[src/rtl/audio_fetch_arbiter_pkg.sv]
// Shared types and constants for the audio sample-delta fetch arbiter.
// Holds the fetch FSM state encoding and the channel-index width helper.
package audio_pkg;

    localparam int AUDIO_SAMPLE_W     = 12;
    localparam int AUDIO_MAX_CHANNELS = 16;

    typedef enum logic [1:0] {
        IDLE    = 2'd0,
        ISSUE   = 2'd1,
        WAIT    = 2'd2,
        RESPOND = 2'd3
    } FetchState;

    // A single-channel build still needs a one-bit index.
    function automatic int idx_width(input int n);
        return (n > 1) ? $clog2(n) : 1;
    endfunction

endpackage

[src/rtl/audio_fetch_arbiter_if.sv]
// Bundle of channel-side and memory-side signals around the fetch arbiter.
// The arbiter uses the slave view; the environment uses the master view.
interface audio_fetch_arbiter_if
    import audio_pkg::*;
#(
    parameter int CHANNELS = 8,
    parameter int ADDR_W   = 32,
    parameter int DATA_W   = AUDIO_SAMPLE_W
);
    logic [CHANNELS-1:0]        i_req;
    logic [CHANNELS*ADDR_W-1:0] i_addr;
    logic [CHANNELS-1:0]        o_ack;
    logic [DATA_W-1:0]          o_data;
    logic [ADDR_W-1:0]          o_memAddr;
    logic                       o_memRead;
    logic [DATA_W-1:0]          i_memData;
    logic                       i_frameStart;
    logic [CHANNELS-1:0]        i_clearUnderrun;
    logic [CHANNELS-1:0]        o_underrun;

    modport slave (
        input  i_req, i_addr, i_memData, i_frameStart, i_clearUnderrun,
        output o_ack, o_data, o_memAddr, o_memRead, o_underrun
    );

    modport master (
        output i_req, i_addr, i_memData, i_frameStart, i_clearUnderrun,
        input  o_ack, o_data, o_memAddr, o_memRead, o_underrun
    );
endinterface

[src/rtl/audio_rr_picker.sv]
// Combinational round-robin picker: first requester at or after ptr, wrapping.
// Rotates the request vector so the search is a plain lowest-set-bit scan.
module audio_rr_picker
    import audio_pkg::*;
#(
    parameter int CHANNELS = 8,
    parameter int IDX_W    = idx_width(CHANNELS)
) (
    input  logic [CHANNELS-1:0] req,
    input  logic [IDX_W-1:0]    ptr,
    output logic                valid,
    output logic [IDX_W-1:0]    grant
);
    logic [CHANNELS-1:0]            rot;
    logic [CHANNELS:0]              seen;
    logic [CHANNELS:0][IDX_W-1:0]   offs;
    logic [IDX_W:0]                 sum;

    assign rot     = CHANNELS'({req, req} >> ptr);
    assign seen[0] = 1'b0;
    assign offs[0] = '0;

    genvar gi;
    generate
        for (gi = 0; gi < CHANNELS; gi++) begin : g_scan
            assign seen[gi+1] = seen[gi] | rot[gi];
            assign offs[gi+1] = offs[gi] | ((rot[gi] && !seen[gi]) ? IDX_W'(gi) : '0);
        end
    endgenerate

    assign valid = seen[CHANNELS];
    assign sum   = {1'b0, ptr} + {1'b0, offs[CHANNELS]};
    // Offset is relative to ptr, so fold the sum back into the channel range.
    assign grant = (sum >= (IDX_W+1)'(CHANNELS)) ? IDX_W'(sum - (IDX_W+1)'(CHANNELS))
                                                 : sum[IDX_W-1:0];
endmodule

[src/rtl/audio_fetch_arbiter.sv]
// Round-robin arbiter sharing one sample-delta memory read port between channels,
// with per-channel sticky underrun flags evaluated at each frame boundary.
module audio_fetch_arbiter
    import audio_pkg::*;
#(
    parameter int CHANNELS    = 8,
    parameter int ADDR_W      = 32,
    parameter int DATA_W      = AUDIO_SAMPLE_W,
    parameter int MEM_LATENCY = 1
) (
    input  logic                  clk,
    input  logic                  rst,
    audio_fetch_arbiter_if.slave  bus
);
    localparam int IDX_W = idx_width(CHANNELS);
    localparam int CNT_W = 3;

    FetchState              state_reg, state_next;
    logic [IDX_W-1:0]       ptr_reg, ptr_next;
    logic [IDX_W-1:0]       grant_reg, grant_next;
    logic [CNT_W-1:0]       cnt_reg, cnt_next;
    logic [CHANNELS-1:0]    ack_reg, ack_next;
    logic [CHANNELS-1:0]    underrun_reg, underrun_next;
    logic [DATA_W-1:0]      data_reg, data_next;
    logic [ADDR_W-1:0]      mem_addr_reg, mem_addr_next;
    logic                   mem_read_reg, mem_read_next;

    logic [ADDR_W-1:0]      addr_arr [CHANNELS];
    logic                   pick_valid;
    logic [IDX_W-1:0]       pick_grant;
    logic [CHANNELS-1:0]    grant_onehot;
    logic                   busy;

    genvar gi;
    generate
        for (gi = 0; gi < CHANNELS; gi++) begin : g_addr
            assign addr_arr[gi] = bus.i_addr[gi*ADDR_W +: ADDR_W];
        end
    endgenerate

    audio_rr_picker #(
        .CHANNELS (CHANNELS),
        .IDX_W    (IDX_W)
    ) u_picker (
        .req   (bus.i_req),
        .ptr   (ptr_reg),
        .valid (pick_valid),
        .grant (pick_grant)
    );

    assign grant_onehot = CHANNELS'(1) << grant_reg;
    assign busy         = (state_reg != IDLE);

    always_comb begin
        state_next    = state_reg;
        ptr_next      = ptr_reg;
        grant_next    = grant_reg;
        cnt_next      = cnt_reg;
        ack_next      = '0;
        data_next     = data_reg;
        mem_addr_next = mem_addr_reg;
        mem_read_next = 1'b0;

        case (state_reg)
            IDLE: begin
                if (pick_valid) begin
                    grant_next    = pick_grant;
                    mem_addr_next = addr_arr[pick_grant];
                    mem_read_next = 1'b1;
                    state_next    = ISSUE;
                end
            end
            ISSUE: begin
                cnt_next   = CNT_W'(MEM_LATENCY);
                state_next = WAIT;
            end
            WAIT: begin
                if (cnt_reg == CNT_W'(1)) begin
                    data_next  = bus.i_memData;
                    ack_next   = grant_onehot;
                    cnt_next   = '0;
                    state_next = RESPOND;
                end else begin
                    cnt_next = cnt_reg - CNT_W'(1);
                end
            end
            RESPOND: begin
                ptr_next   = (grant_reg == IDX_W'(CHANNELS - 1)) ? '0 : grant_reg + IDX_W'(1);
                state_next = IDLE;
            end
            default: state_next = IDLE;
        endcase

        // The channel being served is not starving, so it never flags itself.
        underrun_next = (underrun_reg & ~bus.i_clearUnderrun)
                      | (bus.i_frameStart ? (bus.i_req & ~(busy ? grant_onehot : '0)) : '0);
    end

    always_ff @(posedge clk or negedge rst) begin
        if (!rst) begin
            state_reg    <= IDLE;
            ptr_reg      <= '0;
            grant_reg    <= '0;
            cnt_reg      <= '0;
            ack_reg      <= '0;
            underrun_reg <= '0;
            data_reg     <= '0;
            mem_addr_reg <= '0;
            mem_read_reg <= 1'b0;
        end else begin
            state_reg    <= state_next;
            ptr_reg      <= ptr_next;
            grant_reg    <= grant_next;
            cnt_reg      <= cnt_next;
            ack_reg      <= ack_next;
            underrun_reg <= underrun_next;
            data_reg     <= data_next;
            mem_addr_reg <= mem_addr_next;
            mem_read_reg <= mem_read_next;
        end
    end

    assign bus.o_ack      = ack_reg;
    assign bus.o_data     = data_reg;
    assign bus.o_memAddr  = mem_addr_reg;
    assign bus.o_memRead  = mem_read_reg;
    assign bus.o_underrun = underrun_reg;
endmodule

[src/flat_wrapper.sv]
// flat-port wrapper written by rule: the top's interface ports become plain ports
module audio_fetch_arbiter_flat import audio_pkg::*;
#(
    parameter int CHANNELS    = 8,
    parameter int ADDR_W      = 32,
    parameter int DATA_W      = AUDIO_SAMPLE_W,
    parameter int MEM_LATENCY = 1
)
  (clk, rst, bus_i_req, bus_i_addr, bus_i_memData, bus_i_frameStart, bus_i_clearUnderrun, bus_o_ack, bus_o_data, bus_o_memAddr, bus_o_memRead, bus_o_underrun);
  audio_fetch_arbiter_if #(.CHANNELS(CHANNELS), .ADDR_W(ADDR_W), .DATA_W(DATA_W)) bus_i ();
  input  logic clk;
  input  logic rst;
  input wire logic [$bits(bus_i.i_req)-1:0] bus_i_req;
  input wire logic [$bits(bus_i.i_addr)-1:0] bus_i_addr;
  input wire logic [$bits(bus_i.i_memData)-1:0] bus_i_memData;
  input wire logic [$bits(bus_i.i_frameStart)-1:0] bus_i_frameStart;
  input wire logic [$bits(bus_i.i_clearUnderrun)-1:0] bus_i_clearUnderrun;
  output wire logic [$bits(bus_i.o_ack)-1:0] bus_o_ack;
  output wire logic [$bits(bus_i.o_data)-1:0] bus_o_data;
  output wire logic [$bits(bus_i.o_memAddr)-1:0] bus_o_memAddr;
  output wire logic [$bits(bus_i.o_memRead)-1:0] bus_o_memRead;
  output wire logic [$bits(bus_i.o_underrun)-1:0] bus_o_underrun;
  assign bus_i.i_req = bus_i_req;
  assign bus_i.i_addr = bus_i_addr;
  assign bus_i.i_memData = bus_i_memData;
  assign bus_i.i_frameStart = bus_i_frameStart;
  assign bus_i.i_clearUnderrun = bus_i_clearUnderrun;
  assign bus_o_ack = bus_i.o_ack;
  assign bus_o_data = bus_i.o_data;
  assign bus_o_memAddr = bus_i.o_memAddr;
  assign bus_o_memRead = bus_i.o_memRead;
  assign bus_o_underrun = bus_i.o_underrun;
  audio_fetch_arbiter #(.CHANNELS(CHANNELS), .ADDR_W(ADDR_W), .DATA_W(DATA_W), .MEM_LATENCY(MEM_LATENCY)) u_core (.clk(clk), .rst(rst), .bus(bus_i));
endmodule
[config.mk]
export PLATFORM = sky130hd
export DESIGN_NAME = audio_fetch_arbiter_flat
export DESIGN_NICKNAME = d
export VERILOG_FILES = /design/src/rtl/audio_fetch_arbiter_pkg.sv /design/src/rtl/audio_fetch_arbiter_if.sv /design/src/rtl/audio_rr_picker.sv /design/src/rtl/audio_fetch_arbiter.sv /design/src/flat_wrapper.sv
export SDC_FILE = /design/constraint.sdc
export NUM_CORES = 1
export LEC_CHECK = 0
export ABC_AREA = 1
export CAP_MARGIN = 10
export CELL_PAD_IN_SITES_DETAIL_PLACEMENT = 1
export CELL_PAD_IN_SITES_GLOBAL_PLACEMENT = 2
export CORE_MARGIN = 10
export CORE_UTILIZATION = 19
export CTS_CLUSTER_DIAMETER = 100
export DETAILED_ROUTE_END_ITERATION = 8
export GPL_TIMING_DRIVEN = 0
export PLACE_DENSITY_LB_ADDON = 0.3
export SYNTH_ARGS = -nofsm -noshare
export SYNTH_HDL_FRONTEND = slang
export SYNTH_SLANG_ARGS = --single-unit
[constraint.sdc]
create_clock -name clk -period 3.66 [get_ports clk]
set_input_delay 0.549 -clock clk [delete_from_list [all_inputs] [get_ports clk]]
set_output_delay 0.549 -clock clk [all_outputs]
set_load 0.02 [all_outputs]
==> summary.md <==
| Metric | Value |
|---|---|
| CTS tree | built |
| Hold Slack | 0.174 ns |
| CTS buffer count | 9 |
| Nets | 1482 |
| First-pass GRT wire length | 51000 um |
| Required @ worst endpoint | 3.95 ns |
| Dpl hpwl | 28700 um |
| Clock Sinks | 72 |
| Area delta synth->final | 79.5% |
| Synth Area per Inst | 6.92 um2 |
| Detailed Route WL | 35300 um |
| FF-to-FF path depth | 21 |
| Grt ovf | 0 |
| Rel. slew slack | 43.4% |
| FF-to-FF Start | u_core.ptr_reg[0] |
| CP dominant cell by count | nand2_1 |
| Top cells by count, synth | nand2_1 (337), nand3_1 (90), dfrtp_1 (72), a21oi_1 (66), a32o_1 (62) |
| Initial DRT Pass Iterations | 5 |
| Worst skew pair latency | 0.35 ns |
| Setup CP Type | reg -> reg |
| Reg2Reg Setup Slack | 0.25 ns |
| ANT nets after route | 0 |
| CP Cell Sequence | buf_6, inv_6, nand2_1, nand3_1, nand2_1, nand2_1, nand2_1, nand2_2, nor2_8, nand4_1, nand3_1, ha_1, inv_1, fa_2, inv_6, clkbuf_8, clkbuf_4, a32o_1, nand2_1, nand3_1, nand2_1 |
| Cell row count | 63 |
| Fmax achieved | 293 MHz |
| RSZ-0062 raised after global routing | true |
| CTS H-Tree Depth | 3 |
| Placed cell count | 1554 |
| Final slew viol count | 0 |
| PortBufs | 347 |
| Io pins | 348 |
| Clock buffer depth | 2 |
| Final hold viol count | 0 |
| Yosys reg bits | 72 |
| Post-synth EDFFs | 0 |
| Hold Crit Class | in -> async |
| Vias in the first global route | 7836 |
| CP top delay family | simple AND/OR/NAND/NOR gates |
| Vias per cell | 4.57 |
| Initial antenna violation count | 8 |
| FFs w/ async S/R, synth | 100% |
| GRT Total Usage | 18.5% |
| Starting Density | 19.2% |
| Synth cell types | 29 |
| Area leader, netlist | dfrtp_1 |
| Mapped Area | 0.00565 mm2 |
| CTS root buffer | clkbuf_16 |
| 1st-iter DRT viols | 333 |
| Post-DR wirelength/cell | 22.3 um |
| Core area | 0.0295 mm2 |
| Die width | 192 um |
| Clock-pin slew on the worst setup and hold paths | 0.07 ns |
| Max incr delay on CP | 0.65 ns |
| Setup violators final | 0 |
| Layout Cells excl Fill | 1583 |
| Max cap viols | 0 |
| RePlAce Congestion | 0.858 |
| DIE AREA | 0.0370 mm2 |
| DR DRC count | 0 |
| Buf/Inv on CP | 6 |
| Top-count cell post-synth | nand2_1 |
| Outcome | complete, no violations |
| Sequential area share after synthesis | 31.9% |
| Post-synth net total | 1116 |
| Routed vias | 7230 |
| Yosys warnings | 0 |
| Die H | 192 um |
| Synth area leaders | dfrtp_1 (32%), nand2_1 (22%), a32o_1 (11%) |
| Number of flip-flops in the largest register | 32 |
| Slowest CP cell | fa_2 |
| Syn Inst Count | 816 |
| CP arrival | 3.70 ns |
| Crit-path max FO | 10 |
| Pin count of the biggest net entering global routing | 38 |
| Clock Skews | 0.0150 ns |
| R2R Path End | u_core.bus.o_memAddr[8] |
| Synth Flop Type | dfrtp_1 |
| Least-Margin Pin Slew | 0.849 ns |
| Top-area cell type share of the netlist area | 31.9% |
| Crit start category | flip-flop |
| Layout cell share with drive strength beyond 1 | 10.3% |
| Crit end category | flip-flop |
| Final period util | 93.1% |
| Period minus WS final | 3.41 ns |
-- per-stage QoR --
step | cell area, um2 | util (%) | TNS (ns) | setup slack (ns)
after CTS | 10000 | 34.0 | 0 | 0.00685
after global routing | 10100 | 34.4 | -0.385 | -0.0712
after detailed placement | 9630 | 32.7 | -34.18 | -1.46
final | 10100 | 34.4 | 0 | 0.252
after floorplan | 5650 | - | 0 | 0.473
after global placement | 9610 | 32.6 | -107.97 | -1.42
-- cells by family (layout without fill, tap and decap cells) --
logic type	after synthesis	in the layout	synth area share, %
AND/OR/NAND/NOR	464	464	34.8
AO/OA/AOI/OAI	158	158	19.8
buffers and inverters	95	466	7.73
flip-flops	72	72	31.9
adder cells (fa/ha/maj)	13	13	3.01
multiplexers	12	12	2.39
XOR/XNOR	2	2	0.310
other	0	6	0
-- per-layer routing --
metal  wire length [um]  track usage [%]  part of all wire [%]
met5                 22                0                 0.062
met4                312             3.70                  0.88
met2              17500             31.6                    50
met1              15000             22.4                    43
met3               2400             5.46                   6.8
-- cell usage in the layout, fill, tap and decap left out, drive strengths merged --
cell,instances
nand2,351
dfrtp,72
diode,6
fa,1
inv,35
a21oi,66
a31o,1
o22ai,11
clkinvlp,2
mux2,12
a21boi,1
ha,12
clkinv,1
clkdlybuf4s50,338
o21ai,17
buf,33
a32o,62
nor2,19
nand3,92
dlymetal6s2s,8
nand4,2
bufinv,2
xor2,2
clkbuf,47
-- worst max-delay path by stage --
| stage | from | cells after the start | endpoint | slack (ns) |
|---|---|---|---|---|
| after floorplan | bus_i_req[7] | 21 | u_core.bus.o_memAddr[29] | 0.47 |
| after global placement | bus_i_req[2] | 22 | u_core.bus.o_memAddr[30] | -1.42 |
| after detailed placement | bus_i_req[2] | 22 | u_core.bus.o_memAddr[30] | -1.46 |
| after CTS | bus_i_req[2] | 22 | u_core.bus.o_memAddr[30] | 0.007 |
| after global routing | u_core.ptr_reg[0] | 21 | u_core.bus.o_memAddr[8] | -0.07 |
| final | u_core.ptr_reg[0] | 21 | u_core.bus.o_memAddr[8] | 0.25 |
-- cell type report --
type	count	area, um2
Clock inverter	7	101
Buffer	62	374
Clock buffer	9	225
Antenna cell	6	15.0
Fill cell	3636	19300
Tap cell	390	488
Sequential cell	72	1800
Multi-Input combinational cell	649	3430
Timing Repair Buffer	355	3560
Inverter	33	139
-- what timing repair did --
action | in CTS | in global routing
gates resized for setup | 29 | 57
endpoints found under the setup margin | 32 | 32
buffers inserted | 0 | 6
hold buffers | 0 | 0
cloned | 0 | 1
pin swaps | 0 | 5
hold endpoints to repair | 0 | 0
Power is not shown: default switching activity piles up to over one toggle a cycle in this logic, so the estimate is an artifact.
